<file path="config.mk">
export PLATFORM = sky130hd
export DESIGN_NAME = rarp_rx_parser_flat
export DESIGN_NICKNAME = d
export VERILOG_FILES = /design/src/rtl/rarp_rx_parser_if.sv /design/src/rtl/rarp_rx_parser.sv /design/src/flat_wrapper.sv
export SDC_FILE = /design/constraint.sdc
export NUM_CORES = 1
export LEC_CHECK = 0
export ABC_AREA = 1
export BUFFER_PORTS_ARGS = -buffer_cell sky130_fd_sc_hd__buf_2
export CORE_MARGIN = 2
export CORE_UTILIZATION = 45
export DETAILED_ROUTE_END_ITERATION = 10
export PLACE_DENSITY_LB_ADDON = 0.08
export SYNTH_ARGS = -nofsm -noshare
export SYNTH_HDL_FRONTEND = slang
export SYNTH_SLANG_ARGS = --single-unit
</file>
<file path="constraint.sdc">
create_clock -name clk -period 1.71 [get_ports clk]
set_input_delay 0.2565 -clock clk [delete_from_list [all_inputs] [get_ports clk]]
set_output_delay 0.2565 -clock clk [all_outputs]
set_load 0.005 [all_outputs]
</file>
<file path="src/rtl/rarp_rx_parser_if.sv">
// rarp_rx_parser_if
//   Stream and result bundle for the RARP receive parser.
//   Input side : in_data / in_valid / in_last  -> in_ready (valid/ready beats)
//   Output side: out_valid + decoded ARP/RARP field set -> out_ready
//   master modport: the producer of beats and consumer of field sets.
//   slave modport : the parser itself.
interface rarp_rx_parser_if #(
  parameter int DATA_W = 32
);
  logic [DATA_W-1:0] in_data;
  logic              in_valid;
  logic              in_last;
  logic              in_ready;

  logic              out_valid;
  logic              out_ready;
  logic [15:0]       hdr_type;
  logic [15:0]       proto_type;
  logic [7:0]        hdr_addr_length;
  logic [7:0]        pro_addr_length;
  logic [15:0]       operation;
  logic [47:0]       send_hdr_addr;
  logic [31:0]       send_ip_addr;
  logic [47:0]       target_hdr_addr;
  logic [31:0]       target_ip_addr;

  modport master (
    output in_data, in_valid, in_last, out_ready,
    input  in_ready, out_valid, hdr_type, proto_type, hdr_addr_length,
           pro_addr_length, operation, send_hdr_addr, send_ip_addr,
           target_hdr_addr, target_ip_addr
  );

  modport slave (
    input  in_data, in_valid, in_last, out_ready,
    output in_ready, out_valid, hdr_type, proto_type, hdr_addr_length,
           pro_addr_length, operation, send_hdr_addr, send_ip_addr,
           target_hdr_addr, target_ip_addr
  );
endinterface

</file>
<file path="src/rtl/rarp_rx_parser.sv">
// rarp_rx_parser
//   Receives a 28-byte ARP/RARP payload as 224/DATA_W beats (network byte
//   order, first byte in the MSBs), checks length, header constants and
//   opcode, and presents one registered field set per good packet.
//   Bad packets raise a one-cycle err_pulse with a held err_code
//   (1 short, 2 long, 3 bad header, 4 bad opcode); long packets are drained
//   up to their in_last beat.
//
//   Ports:
//     clk, rst      clock and synchronous active-high reset
//     bus (slave)   input beat stream + output field set handshake
//     err_pulse     one-cycle pulse per rejected packet
//     err_code      code of the most recent rejection
//     pkt_cnt       good packets delivered   (RARP_STATS_EN only)
//     drop_cnt      rejected packets         (RARP_STATS_EN only)
//
//   Optional feature macro: RARP_STATS_EN adds the saturating statistics
//   counters and their CNT_W parameter.
module rarp_rx_parser #(
  parameter int DATA_W       = 32,
  parameter bit CHECK_OPCODE = 1'b1
`ifdef RARP_STATS_EN
  , parameter int CNT_W      = 16
`endif
) (
  input  logic             clk,
  input  logic             rst,
  rarp_rx_parser_if.slave  bus,
  output logic             err_pulse,
  output logic [2:0]       err_code
`ifdef RARP_STATS_EN
  , output logic [CNT_W-1:0] pkt_cnt,
  output logic [CNT_W-1:0]   drop_cnt
`endif
);

  localparam int PKT_W = 224;
  localparam int WORDS = PKT_W / DATA_W;
  localparam int IDX_W = $clog2(WORDS);
  localparam logic [IDX_W-1:0] LAST_IDX = IDX_W'(WORDS - 1);

  localparam logic [1:0] ST_RECV  = 2'd0;
  localparam logic [1:0] ST_DRAIN = 2'd1;
  localparam logic [1:0] ST_HOLD  = 2'd2;

  localparam logic [2:0] ERR_SHORT = 3'd1;
  localparam logic [2:0] ERR_LONG  = 3'd2;
  localparam logic [2:0] ERR_HDR   = 3'd3;
  localparam logic [2:0] ERR_OP    = 3'd4;

  logic [1:0]              state;
  logic [IDX_W-1:0]        idx;
  // Only the bytes still needed are kept: the oldest DATA_W bits would be
  // shifted out by the final beat anyway.
  logic [PKT_W-DATA_W-1:0] shift_reg;
  logic [PKT_W-1:0]        pkt_next;
  logic                    beat_ok;
  logic                    hdr_bad;
  logic                    op_bad;

  logic                    out_valid_r;
  logic [15:0]             hdr_type_r;
  logic [15:0]             proto_type_r;
  logic [7:0]              hlen_r;
  logic [7:0]              plen_r;
  logic [15:0]             operation_r;
  logic [47:0]             sha_r;
  logic [31:0]             spa_r;
  logic [47:0]             tha_r;
  logic [31:0]             tpa_r;

  assign bus.in_ready = !rst && (state != ST_HOLD);
  assign beat_ok      = bus.in_valid && bus.in_ready;

  // Packet as it will look once the current beat is shifted in; on the
  // final beat this is the complete payload and is checked/loaded directly.
  assign pkt_next = {shift_reg, bus.in_data};

  assign hdr_bad = (pkt_next[223:208] != 16'h0001) ||
                   (pkt_next[207:192] != 16'h0800) ||
                   (pkt_next[191:184] != 8'd6)     ||
                   (pkt_next[183:176] != 8'd4);

  assign op_bad  = CHECK_OPCODE &&
                   (pkt_next[175:160] != 16'd3) &&
                   (pkt_next[175:160] != 16'd4);

  assign bus.out_valid       = out_valid_r;
  assign bus.hdr_type        = hdr_type_r;
  assign bus.proto_type      = proto_type_r;
  assign bus.hdr_addr_length = hlen_r;
  assign bus.pro_addr_length = plen_r;
  assign bus.operation       = operation_r;
  assign bus.send_hdr_addr   = sha_r;
  assign bus.send_ip_addr    = spa_r;
  assign bus.target_hdr_addr = tha_r;
  assign bus.target_ip_addr  = tpa_r;

  // Receive FSM: collect beats in RECV, classify on the last beat, park a
  // good field set in HOLD until consumed, swallow over-long packets in
  // DRAIN. Field registers only load on a good packet.
  always_ff @(posedge clk) begin
    if (rst) begin
      state        <= ST_RECV;
      idx          <= '0;
      shift_reg    <= '0;
      out_valid_r  <= 1'b0;
      hdr_type_r   <= '0;
      proto_type_r <= '0;
      hlen_r       <= '0;
      plen_r       <= '0;
      operation_r  <= '0;
      sha_r        <= '0;
      spa_r        <= '0;
      tha_r        <= '0;
      tpa_r        <= '0;
      err_pulse    <= 1'b0;
      err_code     <= '0;
    end else begin
      err_pulse <= 1'b0;
      case (state)
        ST_RECV: begin
          if (beat_ok) begin
            shift_reg <= pkt_next[PKT_W-DATA_W-1:0];
            if (idx == LAST_IDX) begin
              idx <= '0;
              if (!bus.in_last) begin
                err_pulse <= 1'b1;
                err_code  <= ERR_LONG;
                state     <= ST_DRAIN;
              end else if (hdr_bad) begin
                err_pulse <= 1'b1;
                err_code  <= ERR_HDR;
              end else if (op_bad) begin
                err_pulse <= 1'b1;
                err_code  <= ERR_OP;
              end else begin
                hdr_type_r   <= pkt_next[223:208];
                proto_type_r <= pkt_next[207:192];
                hlen_r       <= pkt_next[191:184];
                plen_r       <= pkt_next[183:176];
                operation_r  <= pkt_next[175:160];
                sha_r        <= pkt_next[159:112];
                spa_r        <= pkt_next[111:80];
                tha_r        <= pkt_next[79:32];
                tpa_r        <= pkt_next[31:0];
                out_valid_r  <= 1'b1;
                state        <= ST_HOLD;
              end
            end else if (bus.in_last) begin
              idx       <= '0;
              err_pulse <= 1'b1;
              err_code  <= ERR_SHORT;
            end else begin
              idx <= idx + 1'b1;
            end
          end
        end
        ST_DRAIN: begin
          if (beat_ok && bus.in_last) begin
            state <= ST_RECV;
          end
        end
        ST_HOLD: begin
          if (out_valid_r && bus.out_ready) begin
            out_valid_r <= 1'b0;
            state       <= ST_RECV;
          end
        end
        default: begin
          state <= ST_RECV;
        end
      endcase
    end
  end

`ifdef RARP_STATS_EN
  // Saturating statistics: a delivered packet is the out handshake, a drop
  // is counted from the registered err_pulse.
  always_ff @(posedge clk) begin
    if (rst) begin
      pkt_cnt  <= '0;
      drop_cnt <= '0;
    end else begin
      if ((state == ST_HOLD) && out_valid_r && bus.out_ready && (pkt_cnt != '1)) begin
        pkt_cnt <= pkt_cnt + 1'b1;
      end
      if (err_pulse && (drop_cnt != '1)) begin
        drop_cnt <= drop_cnt + 1'b1;
      end
    end
  end
`endif

endmodule
</file>
<file path="src/flat_wrapper.sv">
// flat-port wrapper written by rule: the top's interface ports become plain ports
module rarp_rx_parser_flat 
#(
  parameter int DATA_W       = 32,
  parameter bit CHECK_OPCODE = 1'b1

)
  (clk, rst, err_pulse, err_code, bus_in_data, bus_in_valid, bus_in_last, bus_out_ready, bus_in_ready, bus_out_valid, bus_hdr_type, bus_proto_type, bus_hdr_addr_length, bus_pro_addr_length, bus_operation, bus_send_hdr_addr, bus_send_ip_addr, bus_target_hdr_addr, bus_target_ip_addr);
  rarp_rx_parser_if #(.DATA_W(DATA_W)) bus_i ();
  input  logic clk;
  input  logic rst;
  output logic err_pulse;
  output logic [2:0] err_code;
  input wire logic [$bits(bus_i.in_data)-1:0] bus_in_data;
  input wire logic [$bits(bus_i.in_valid)-1:0] bus_in_valid;
  input wire logic [$bits(bus_i.in_last)-1:0] bus_in_last;
  input wire logic [$bits(bus_i.out_ready)-1:0] bus_out_ready;
  output wire logic [$bits(bus_i.in_ready)-1:0] bus_in_ready;
  output wire logic [$bits(bus_i.out_valid)-1:0] bus_out_valid;
  output wire logic [$bits(bus_i.hdr_type)-1:0] bus_hdr_type;
  output wire logic [$bits(bus_i.proto_type)-1:0] bus_proto_type;
  output wire logic [$bits(bus_i.hdr_addr_length)-1:0] bus_hdr_addr_length;
  output wire logic [$bits(bus_i.pro_addr_length)-1:0] bus_pro_addr_length;
  output wire logic [$bits(bus_i.operation)-1:0] bus_operation;
  output wire logic [$bits(bus_i.send_hdr_addr)-1:0] bus_send_hdr_addr;
  output wire logic [$bits(bus_i.send_ip_addr)-1:0] bus_send_ip_addr;
  output wire logic [$bits(bus_i.target_hdr_addr)-1:0] bus_target_hdr_addr;
  output wire logic [$bits(bus_i.target_ip_addr)-1:0] bus_target_ip_addr;
  assign bus_i.in_data = bus_in_data;
  assign bus_i.in_valid = bus_in_valid;
  assign bus_i.in_last = bus_in_last;
  assign bus_i.out_ready = bus_out_ready;
  assign bus_in_ready = bus_i.in_ready;
  assign bus_out_valid = bus_i.out_valid;
  assign bus_hdr_type = bus_i.hdr_type;
  assign bus_proto_type = bus_i.proto_type;
  assign bus_hdr_addr_length = bus_i.hdr_addr_length;
  assign bus_pro_addr_length = bus_i.pro_addr_length;
  assign bus_operation = bus_i.operation;
  assign bus_send_hdr_addr = bus_i.send_hdr_addr;
  assign bus_send_ip_addr = bus_i.send_ip_addr;
  assign bus_target_hdr_addr = bus_i.target_hdr_addr;
  assign bus_target_ip_addr = bus_i.target_ip_addr;
  rarp_rx_parser #(.DATA_W(DATA_W), .CHECK_OPCODE(CHECK_OPCODE)) u_core (.clk(clk), .rst(rst), .bus(bus_i), .err_pulse(err_pulse), .err_code(err_code));
endmodule
</file>
# Yosys cells after proc, flatten, opt, wreduce, memory -nomap -nowiden
# Cells that the tools add are included.
# Widths: inputs -> output; s select.
# word_totals
input_bits	37
regBits	426
# classes
add_sub_neg	1
n_mux	27
n_reduce_logical	18
n_bitwise	4
n_eq_ne	20
# op_table
operator	count
$mux 3	7
$ne 16x1->1 const B	1
$ne 16x12->1 const B	1
$ne 16x2->1 const B	1
$ne 16x3->1 const B	1
$ne 8x3->1 const B	2
$mux 2	7
$reduce_and 6->1	2
$mux 1	11
$ne 2x1->1 const B	4
$ne 2x2->1 const B	4
$reduce_and 7->1	1
$ne 3x3->1 const B	2
$pmux 2 s3	1
$logic_and 1x1->1	5
$ne 4x2->1 const B	1
$not 1->1	4
$reduce_and 4->1	1
$reduce_bool 2->1	2
$add 3x1->3 const B	1
$eq 3x3->1 const B	1
$logic_or 1x1->1	3
$reduce_or 3->1	1
$eq 2x1->1 const B	1
other kinds (5)	5

# Longest topological paths before layout
# Gate-level depths: netlist (run 1).
# depth
word_depth	9
mapped_depth	13

# Least setup slack after synthesis (run 1)
# OpenSTA, ideal clock, no wires.
# synth_path
path_kind	reg-to-reg
start	register u_core.idx[0]
end	register u_core.hdr_type_r[1], in the netlist u_core.bus.hdr_type[1]
setup_slack_ns	0.093
path_stages_with_launch	12
path_buffers	2
arrival_ns	1.508
setup_ns	0.110
period_less_slack_ns	1.617
cell_sequence	dfxtp_1 -> inv_1 -> ha_1 -> nand2_1 -> nor2_1 -> nand4_2 -> nor2_4 -> inv_2 -> buf_6 -> buf_2 -> nand3_1 -> inv_2
# synth_between
elab_chain_len	2
# synth_rtl
item	line	rtl
start, declared	rarp_rx_parser.sv:52	logic [IDX_W-1:0] idx;
start signal, assigned	rarp_rx_parser.sv:155	idx <= idx + 1'b1;
$eq 3x3->1	rarp_rx_parser.sv:125	if (idx == LAST_IDX) begin
$reduce_and 6->1 (no line)	n/a	
end signal, assigned	rarp_rx_parser.sv:138	hdr_type_r <= pkt_next[223:208];
end, declared	rarp_rx_parser.sv:62	logic [15:0] hdr_type_r;
# Every way passes these cells.
# A chain may end at the register's enable or synchronous reset.

# Worst setup path after layout (run 1)
# layout_path
start	register u_core.shift_reg[149]
end	register u_core.tha_r[21], in the netlist u_core.bus.target_hdr_addr[21]
# layout_between
elab_chain_len	4
# layout_rtl
item	line	rtl
start, declared	rarp_rx_parser.sv:55	logic [PKT_W-DATA_W-1:0] shift_reg;
start signal, assigned	rarp_rx_parser.sv:124	shift_reg <= pkt_next[PKT_W-DATA_W-1:0];
$ne 8x3->1	rarp_rx_parser.sv:82	(pkt_next[183:176] != 8'd4);
$logic_or 1x1->1	rarp_rx_parser.sv:81	(pkt_next[191:184] != 8'd6) ||
$not 1->1 (no line)	n/a	
$reduce_and 6->1 (no line)	n/a	
end signal, assigned	rarp_rx_parser.sv:145	tha_r <= pkt_next[79:32];
end, declared	rarp_rx_parser.sv:69	logic [47:0] tha_r;
# Every way passes these cells.

==> results of run 1 <==
area by class of cell:
cell class,instances,share of cell area
clock inverter,11,0.00512
clock buffer,68,0.0643
tap,455,0.0268
multi-input combinational,1237,0.293
inverter,213,0.0387
timing repair buffer,436,0.170
sequential,426,0.402
worst min-delay path: cells and delay by family:
family | cells | cell delay [ps]
AOI/OAI and AO/OA | 1 | 90
buffers and inverters | 1 | 70
and+or+nand+nor | 2 | 140
routing by layer:
metal / global-route usage / part of all wire
met2: 0.361 / 0.46
met5: 0 / 0
met3: 0.0470 / 0.060
met1: 0.306 / 0.45
met4: 0.0593 / 0.023
through the flow:
step	setup TNS, ps	worst slack [ps]
6_report	-33500	-245
3_3_place_gp	-49960	-239
3_5_place_dp	-52170	-261
5_1_grt	-62570	-390
4_1_cts	-29030	-181
2_1_floorplan	0	92.9
logic make-up (layout without fill, tap and decap cells):
kind of cell / count (synthesis) / count (layout)
compound gates: 376 / 376
fa+ha+maj: 2 / 2
buf+inv: 355 / 728
flops: 426 / 426
simple gates: 857 / 859
worst max-delay path by stage:
stage / from / to / slack, ps / depth (start not counted)
floorplan: u_core.idx[0] / u_core.bus.hdr_type[1] / 90 / 11
global placement: u_core.shift_reg[154] / u_core.bus.target_hdr_addr[9] / -240 / 12
detailed placement: u_core.shift_reg[153] / u_core.bus.send_hdr_addr[5] / -260 / 12
CTS: u_core.shift_reg[145] / u_core.bus.send_hdr_addr[45] / -180 / 12
global route: u_core.shift_reg[149] / u_core.bus.target_hdr_addr[15] / -390 / 12
finish: u_core.shift_reg[149] / u_core.bus.target_hdr_addr[21] / -240 / 13
power breakdown:
group	leakage [uW]	total [uW]	switching (uW)	internal [uW]
clock network	0.000734	9680	3900	5790
registers	0.00347	10300	128	10200
logic	0.00544	1410	890	525
total	0.00965	21400	4910	16500
what timing repair did:
item,4_1_cts,5_1_grt
pin swaps,15,64
endpoints found under the setup margin,351,288
buffers inserted,12,11
cloned,8,32
gates resized for setup,56,208
layout by cell type, fill, tap and decap left out, types with 39 or more instances in the layout:
cell | Yosys | layout
nor2_2 | 2 | 39
dfxtp_1 | 426 | 413
clkbuf_16 | 0 | 67
a21oi_1 | 196 | 194
buf_2 | 39 | 266
nand2_1 | 264 | 236
inv_1 | 199 | 192
o21ai_0 | 176 | 156
nand3_1 | 160 | 95
nor2_1 | 381 | 337
buf_4 | 8 | 85
nand3_2 | 1 | 57
==> results.md, run 1 <==
Final layout:
- The multi-input combinational cells in the finished layout cover a total of 6220 um^2.
- The filler cells instantiated in the layout total 3068.
- The sequential cells in the finished layout cover a total of 8540 um^2.
- The number of antenna diodes is 0.
- From synthesis to final layout, the design area changed by 36.8%.
- The post-route cell area is 21200 um^2.
- The number of flip-flops in the largest register is 192.
- Once layout is complete, the utilization of the core stands at 0.619.
- Leaving out filler cells and counting taps, the final layout contains 2846.
- Of the cells placed in the final design, the portion with a size suffix greater than 1 is 0.305.
- The final layout contains 2398 nets.

Placed design:
- The placer congestion estimate is 0.797.
- Once placement completed, the tool counted placed cells totaling 2707.
- The cell area after placement is 17900 um^2.
- During placement, the flow inserted port buffers numbering 266.
- Summed over all nets, the half-perimeter wirelength after detailed placement is 26.2 mm.

Drt:
- The length of the first detailed-routing pass in iterations is 6.
- In this run, the number of DRC markers left after iteration 0 of detailed routing was 758.
- In the final routed layout, each cell accounts on average for 15.9 um.
- The count of vias placed by the detailed router is 14029.
- Dividing the detail-routed via count by the number of cells gives 4.93.
- The post-detailed-route count of antenna-violating nets is 0.
- The final layout contains routed wiring with a total length of 45.3 mm.
- For this run, design rule violations remaining after detail routing come to 0.

Global routing:
- The initial antenna violation count is 0.
- Entering global routing, the biggest net connects 105 pins.
- In the global route stage, overall resource usage came out at 0.224.
- After global routing the overflow that remains totals 0.
- The first global-routing pass estimated 65.8 mm of wire.
- The via count of the first global-routing pass came to 12648.

Yosys:
- The gate count of the mapped netlist is 2016.
- Each instance of the synthesized netlist takes up on average 7.70 um^2.
- In the synthesized netlist the async set-or-reset flop fraction comes to 0.
- Of the total synthesized cell area, the portion taken by AND, OR, NAND and NOR gates is 0.230.
- The share of the Yosys chip area taken by registers is 0.549.
- By area the synthesized netlist is led by dfxtp_1, nor2_1, nand2_1.
- The number of synthesized flops with an enable pin is 0.
- The prevailing post-synth register cell is dfxtp_1.
- The top cell type by total area after synthesis is dfxtp_1.
- The total nets after synthesis is 2055.
- Of the post-synthesis cell area, the dominant cell type holds 0.549.
- Synthesis inferred 426 register bits.
- The most frequent cell after synthesis is dfxtp_1.
- The synthesized-area fraction occupied by adder cells is 0.00161.
- The xor/xnor cell area share of the yosys netlist is 0.
- The compound-cell area share of the yosys netlist is 0.122.
- Counting distinct cell types in the post-synthesis netlist gives 26.
- The cell area that synthesis handed to floorplanning was 15500 um^2.
- The number of warnings reported in the yosys synthesis log is 0.
- The portion of synthesized area spent on multiplexers is 0.
- The largest family of logic cells by synthesized area is simple AND/OR/NAND/NOR gates.
- Ranked by instance count, the synthesized netlist is headed by dfxtp_1, nor2_1, nand2_1, inv_1, a21oi_1.

Pwr:
- The power density over the cells is 1010 nW/um^2.
- The leakage power of the design is 0.00965 uW.
- IR analysis of the VDD net gives a maximum drop of 682 uV.
- The design draws 21400 uW.

Setup path:
- The worst path arrival time is 2400 ps.
- The cell that appears most often on the critical path is nor2_4.
- The launch point of the worst reg-to-reg path is u_core.shift_reg[149].
- The cell at the slowest stage of the critical path is dfxtp_2.
- The largest single stage delay on the critical path is 330 ps.
- The worst register-to-register path has a depth of 13.
- The element type at the critical path start is a flop.
- The critical path data required time is 2150 ps.
- The endpoint identified for the worst register-to-register timing path is u_core.bus.target_hdr_addr[21].
- The kind of cell with the highest combined delay along the critical path is simple AND/OR/NAND/NOR gates.
- The largest driver fanout on the critical path is 5.
- The reg-to-reg setup timing slack is -240 ps.
- The classification of the worst setup path is flop to flop.
- STA classifies the critical path endpoint as a flop.
- The critical path goes through nor2_2, nand2_2, nor2_4, nand2_2, nor2_4, buf_6, nand3_4, nor2_4, buf_6, clkbuf_16, nand3_1, nand2_1, nor2_1.
- Together, buffers and inverters on the worst path number 3.

STA:
- For the finished layout, the period the worst path requires is 1950 ps.
- Setup repair after global routing could not meet its margin everywhere.
- The final period utilization is 1.14.
- For the pin with the worst max-slew slack, the measured transition is 730 ps.
- In the post-route analysis, the smallest setup slack over all paths is -245 ps.
- The clock arrives with 18.5 ps of skew.
- The number of hold violations in the final report is 0.
- The tightest hold path in the finished design has a slack of 61.1 ps.
- The highest clock rate is 0.512 GHz.
- The relative max-transition margin is 0.514.
- The final-report setup violation count is 228.
- The max-slew violation count is 0.

Clock tree:
- The number of H-tree levels is 2.
- The clock tree from TritonCTS is done.
- The number of CTS-inserted buffers is 45.
- CTS placed an instance of clkbuf_16 at the clock tree root.
- The insertion delay to the later sink of the worst-skew pair is 550 ps.
- Clock-pin slew was measured on the worst setup and hold paths at 60 ps.
- Buffers inserted to repair hold after CTS numbered 0.
- Clock tree synthesis found a total of 426 sinks.
- In this run the deepest clock path goes through 3 buffers.

Min path:
- The path category of the worst min-delay check is input pin to flop.
- Counting instances, the worst hold path has a depth of 4.
- For hold timing, the worst endpoint is u_core.shift_reg[2].
- The start point of the worst min-delay path is bus_in_data[2].

Floorplanning:
- From left edge to right edge, the die measures 190 um.
- The die span in y is 190 um.
- The core region is 34300 um^2.
- In this run the core area contains 68 standard-cell rows.
- For this design the top-level I/O count stands at 267.
- The starting density of the core is 0.453.
- The die covers 36000 um^2.

Outcome:
- The checks that failed: setup timing.
- The flow ran to the end, but the final reports show violations.

Job:
- The number of maximum-capacitance constraint violations is 0.
No activity file was read; power rests on OpenSTA's default activity.
==> run 2: changes to the inputs <==
--- a/config.mk
+++ b/config.mk
@@ -10,6 +10,7 @@
 export CORE_MARGIN = 2
 export CORE_UTILIZATION = 45
 export DETAILED_ROUTE_END_ITERATION = 10
+export GPL_TIMING_DRIVEN = 1
 export PLACE_DENSITY_LB_ADDON = 0.08
 export SYNTH_ARGS = -nofsm -noshare
 export SYNTH_HDL_FRONTEND = slang
==> constraint.sdc (replaced) <==
create_clock -name clk -period 2.4 [get_ports clk]
set_input_delay 0.36 -clock clk [delete_from_list [all_inputs] [get_ports clk]]
set_output_delay 0.36 -clock clk [all_outputs]
set_load 0.005 [all_outputs]
==> results.md, run 2 (synthesis results as in run 1) <==
Clock tree:
- The clock slew seen by the registers of the worst setup and hold paths is 60 ps (about the same).
- The post-CTS setup repair buffer count is 0 (was 12).
- The insertion delay to the later sink of the worst-skew pair was 550 ps (about the same).
- The number of H-tree levels came to 2 (unchanged).
- The number of CTS-inserted buffers was 45 (unchanged).
- The clock tree from TritonCTS is done (unchanged).
- The clock tree buffer depth was 3 (unchanged).
- The cell at the root of the clock tree is clkbuf_16 (unchanged).
- The clock net sink count is 426 (unchanged).

Placed design:
- The count of input and output buffers is 266 (unchanged).
- The final HPWL from detailed placement is 25.0 mm (was 26.2 mm).
- The minimum setup slack after placement is 143 ps (was -261 ps).
- The placer congestion estimate is 0.793 (was 0.797).

Setup path:
- The critical path data required time is 2870 ps (was 2150 ps).
- The launch point of the worst reg-to-reg path is u_core.shift_reg[153] (was u_core.shift_reg[149]).
- The endpoint of the worst setup timing path was u_core.bus.target_hdr_addr[5] (was u_core.bus.target_hdr_addr[21]).
- The classification of the worst setup path is flop to flop (unchanged).
- The depth of the worst register-to-register path is 11 (was 13).
- The reg-to-reg critical path endpoint is u_core.bus.target_hdr_addr[5] (was u_core.bus.target_hdr_addr[21]).
- The largest driver fanout on the critical path was 101 (was 5).
- The element type at the critical path start was a flop (unchanged).
- The type of element capturing the critical path is a flop (unchanged).
- The worst path arrival time is 2640 ps (was 2400 ps).
- The launching instance or port of the critical path was u_core.shift_reg[153] (was u_core.shift_reg[149]).
- The reg-to-reg setup timing slack is 230 ps (was -240 ps).

Global routing:
- The overall routing resource usage is 0.210 (was 0.224).
- The first-pass GRT wire length is 61.9 mm (was 65.8 mm).
- The total overflow reported by the global router is 0 (unchanged).
- The pin count of the biggest net entering global routing came to 111 (was 105).
- The initial antenna violation count is 0 (unchanged).
- The via count of the first global-routing pass is 12155 (was 12648).

Final layout:
- The number of antenna diodes is 0 (unchanged).
- The commonest non-fill, non-tap cell in the layout is dfxtp_1 (unchanged).
- The number of filler instances in the final layout is 3431 (was 3068).
- The layout overhead on the synthesized area is 19.5% (was 36.8%).
- The net count of the finished layout came to 2250 (was 2398).
- Most frequent cells in the layout: dfxtp_1, nor2_1, buf_2, nand2_1, inv_1 (was dfxtp_1, nor2_1, buf_2, nand2_1, a21oi_1).
- The number of flip-flops in the largest register is 192 (unchanged).
- The fraction of final layout cells sized beyond drive strength 1 is 0.183 (was 0.305).

Floorplanning:
- The number of top-level design ports is 267 (unchanged).
- The die span in y came to 190 um (unchanged).
- The full die area is 36000 um^2 (unchanged).
- The starting density of the core came to 0.453 (unchanged).
- The chip width came to 190 um (unchanged).
- The area of the core is 34300 um^2 (unchanged).
- The site row count came to 68 (unchanged).

Job:
- The number of maximum-capacitance constraint violations is 0 (unchanged).

STA:
- Unrepaired setup endpoints after global routing: false (was true).
- The slew at the pin closest to its max-slew limit is 810 ps (was 730 ps).
- The max-slew violation count is 0 (unchanged).
- The final period utilization is 0.903 (was 1.14).
- The number of hold violations in the final report was 0 (unchanged).
- The time the worst path needs with I/O delays and setup came to 2170 ps (was 1950 ps).
- The highest clock rate came to 0.462 GHz (was 0.512 GHz).
- The final clock skew is 19.4 ps (was 18.5 ps).
- The relative max-transition margin came to 0.460 (was 0.514).
- The worst hold margin is 178 ps (was 61.1 ps).
- The setup slack of the critical path after layout is 233 ps (was -245 ps).
- The final-report setup violation count is 0 (was 228).
- The sum of negative setup slack is 0 ps (was -33500 ps).

Drt:
- The detailed-route vias per instance was 4.80 (was 4.93).
- The length of the first detailed-routing pass in iterations is 5 (was 6).
- The number of remaining DRC errors was 0 (unchanged).
- The total wire length came to 38.4 mm (was 45.3 mm).
- The count of vias placed by the detailed router is 12944 (was 14029).
- The post-detailed-route count of antenna-violating nets was 0 (unchanged).
- The initial DRC count is 845 (was 758).
- The average wire per standard cell is 14.2 um (was 15.9 um).

Pwr:
- The power density over the cells was 805 nW/um^2 (was 1010 nW/um^2).
- The total power after layout is 14900 uW (was 21400 uW).
- The largest voltage drop on the vdd net is 516 uV (was 682 uV).
- The leakage power of the design was 0.00854 uW (was 0.00965 uW).

Outcome:
- Result of the run: complete, no violations (was finished, violations left).

Min path:
- The path category of the worst min-delay check is input pin to flop (unchanged).
[run 2: cell count changes in the layout (fill, tap and decap cells not counted), moves of 21 or more]
cell | before | now
buf_12 | 32 | 11
buf_4 | 85 | 12
nand2_1 | 236 | 264
nand2_2 | 27 | 0
nand3_1 | 95 | 160
nand3_2 | 57 | 1
nor2_1 | 337 | 380
nor2_2 | 39 | 3
[run 2: critical path, cell delays in order (launching register included)]
cell	delay [ps]
dfxtp_1	340
nand2_1	60
inv_1	50
nand2_1	50
nor2_1	190
nand2_1	120
nor2_2	230
nand4_4	190
nor2_4	200
clkbuf_16	420
nor2_1	80
nor2_1	110
[run 2: worst min-delay path by stage]
stage / end / cells past startpoint / start
2_1_floorplan: u_core.shift_reg[174] / 2 / u_core.shift_reg[174]
3_3_place_gp: u_core.shift_reg[174] / 2 / u_core.shift_reg[174]
3_5_place_dp: u_core.shift_reg[174] / 2 / u_core.shift_reg[174]
4_1_cts: u_core.shift_reg[23] / 4 / bus_in_data[23]
5_1_grt: u_core.shift_reg[20] / 4 / bus_in_data[20]
6_report: u_core.shift_reg[15] / 4 / bus_in_data[15]
[run 2: layout make-up]
class / count / area, um^2 / area share
clock buffer: 71 / 1390 / 0.0747
clock inverter: 7 / 63.8 / 0.00344
inverter: 213 / 812 / 0.0438
multi-input combinational: 1235 / 5520 / 0.298
sequential: 426 / 8530 / 0.460
tap: 455 / 569 / 0.0307
timing repair buffer: 290 / 1670 / 0.0899
[run 2: where the power goes]
part | internal [uW] | leakage [uW] | switching, uW
Clock | 4050 | 0.000718 | 2730
Sequential | 7270 | 0.00346 | 91.1
Combinational | 254 | 0.00436 | 544
[run 2: what timing repair did]
item	in CTS	in global routing
resized for setup	0	4
setup endpoints to repair	0	75
hold buffers	0	0
[run 2: through the flow]
step                utilization  cell area, um^2  cells
CTS                       0.540            18500   2697
global route              0.541            18500   2697
floorplan                     -            15500   2016
finish                    0.541            18500   2697
detailed placement        0.498            17100   2619
global placement          0.498            17100   2619
[run 2: routing by layer]
metal,vias to the layer above,wire length (um),global-route usage,share of wire
li1,6720,-,-,-
met1,5913,18300,0.286,0.48
met2,252,16900,0.330,0.44
met3,59,2140,0.0491,0.056
met4,0,1020,0.0662,0.027
met5,-,0,0,0
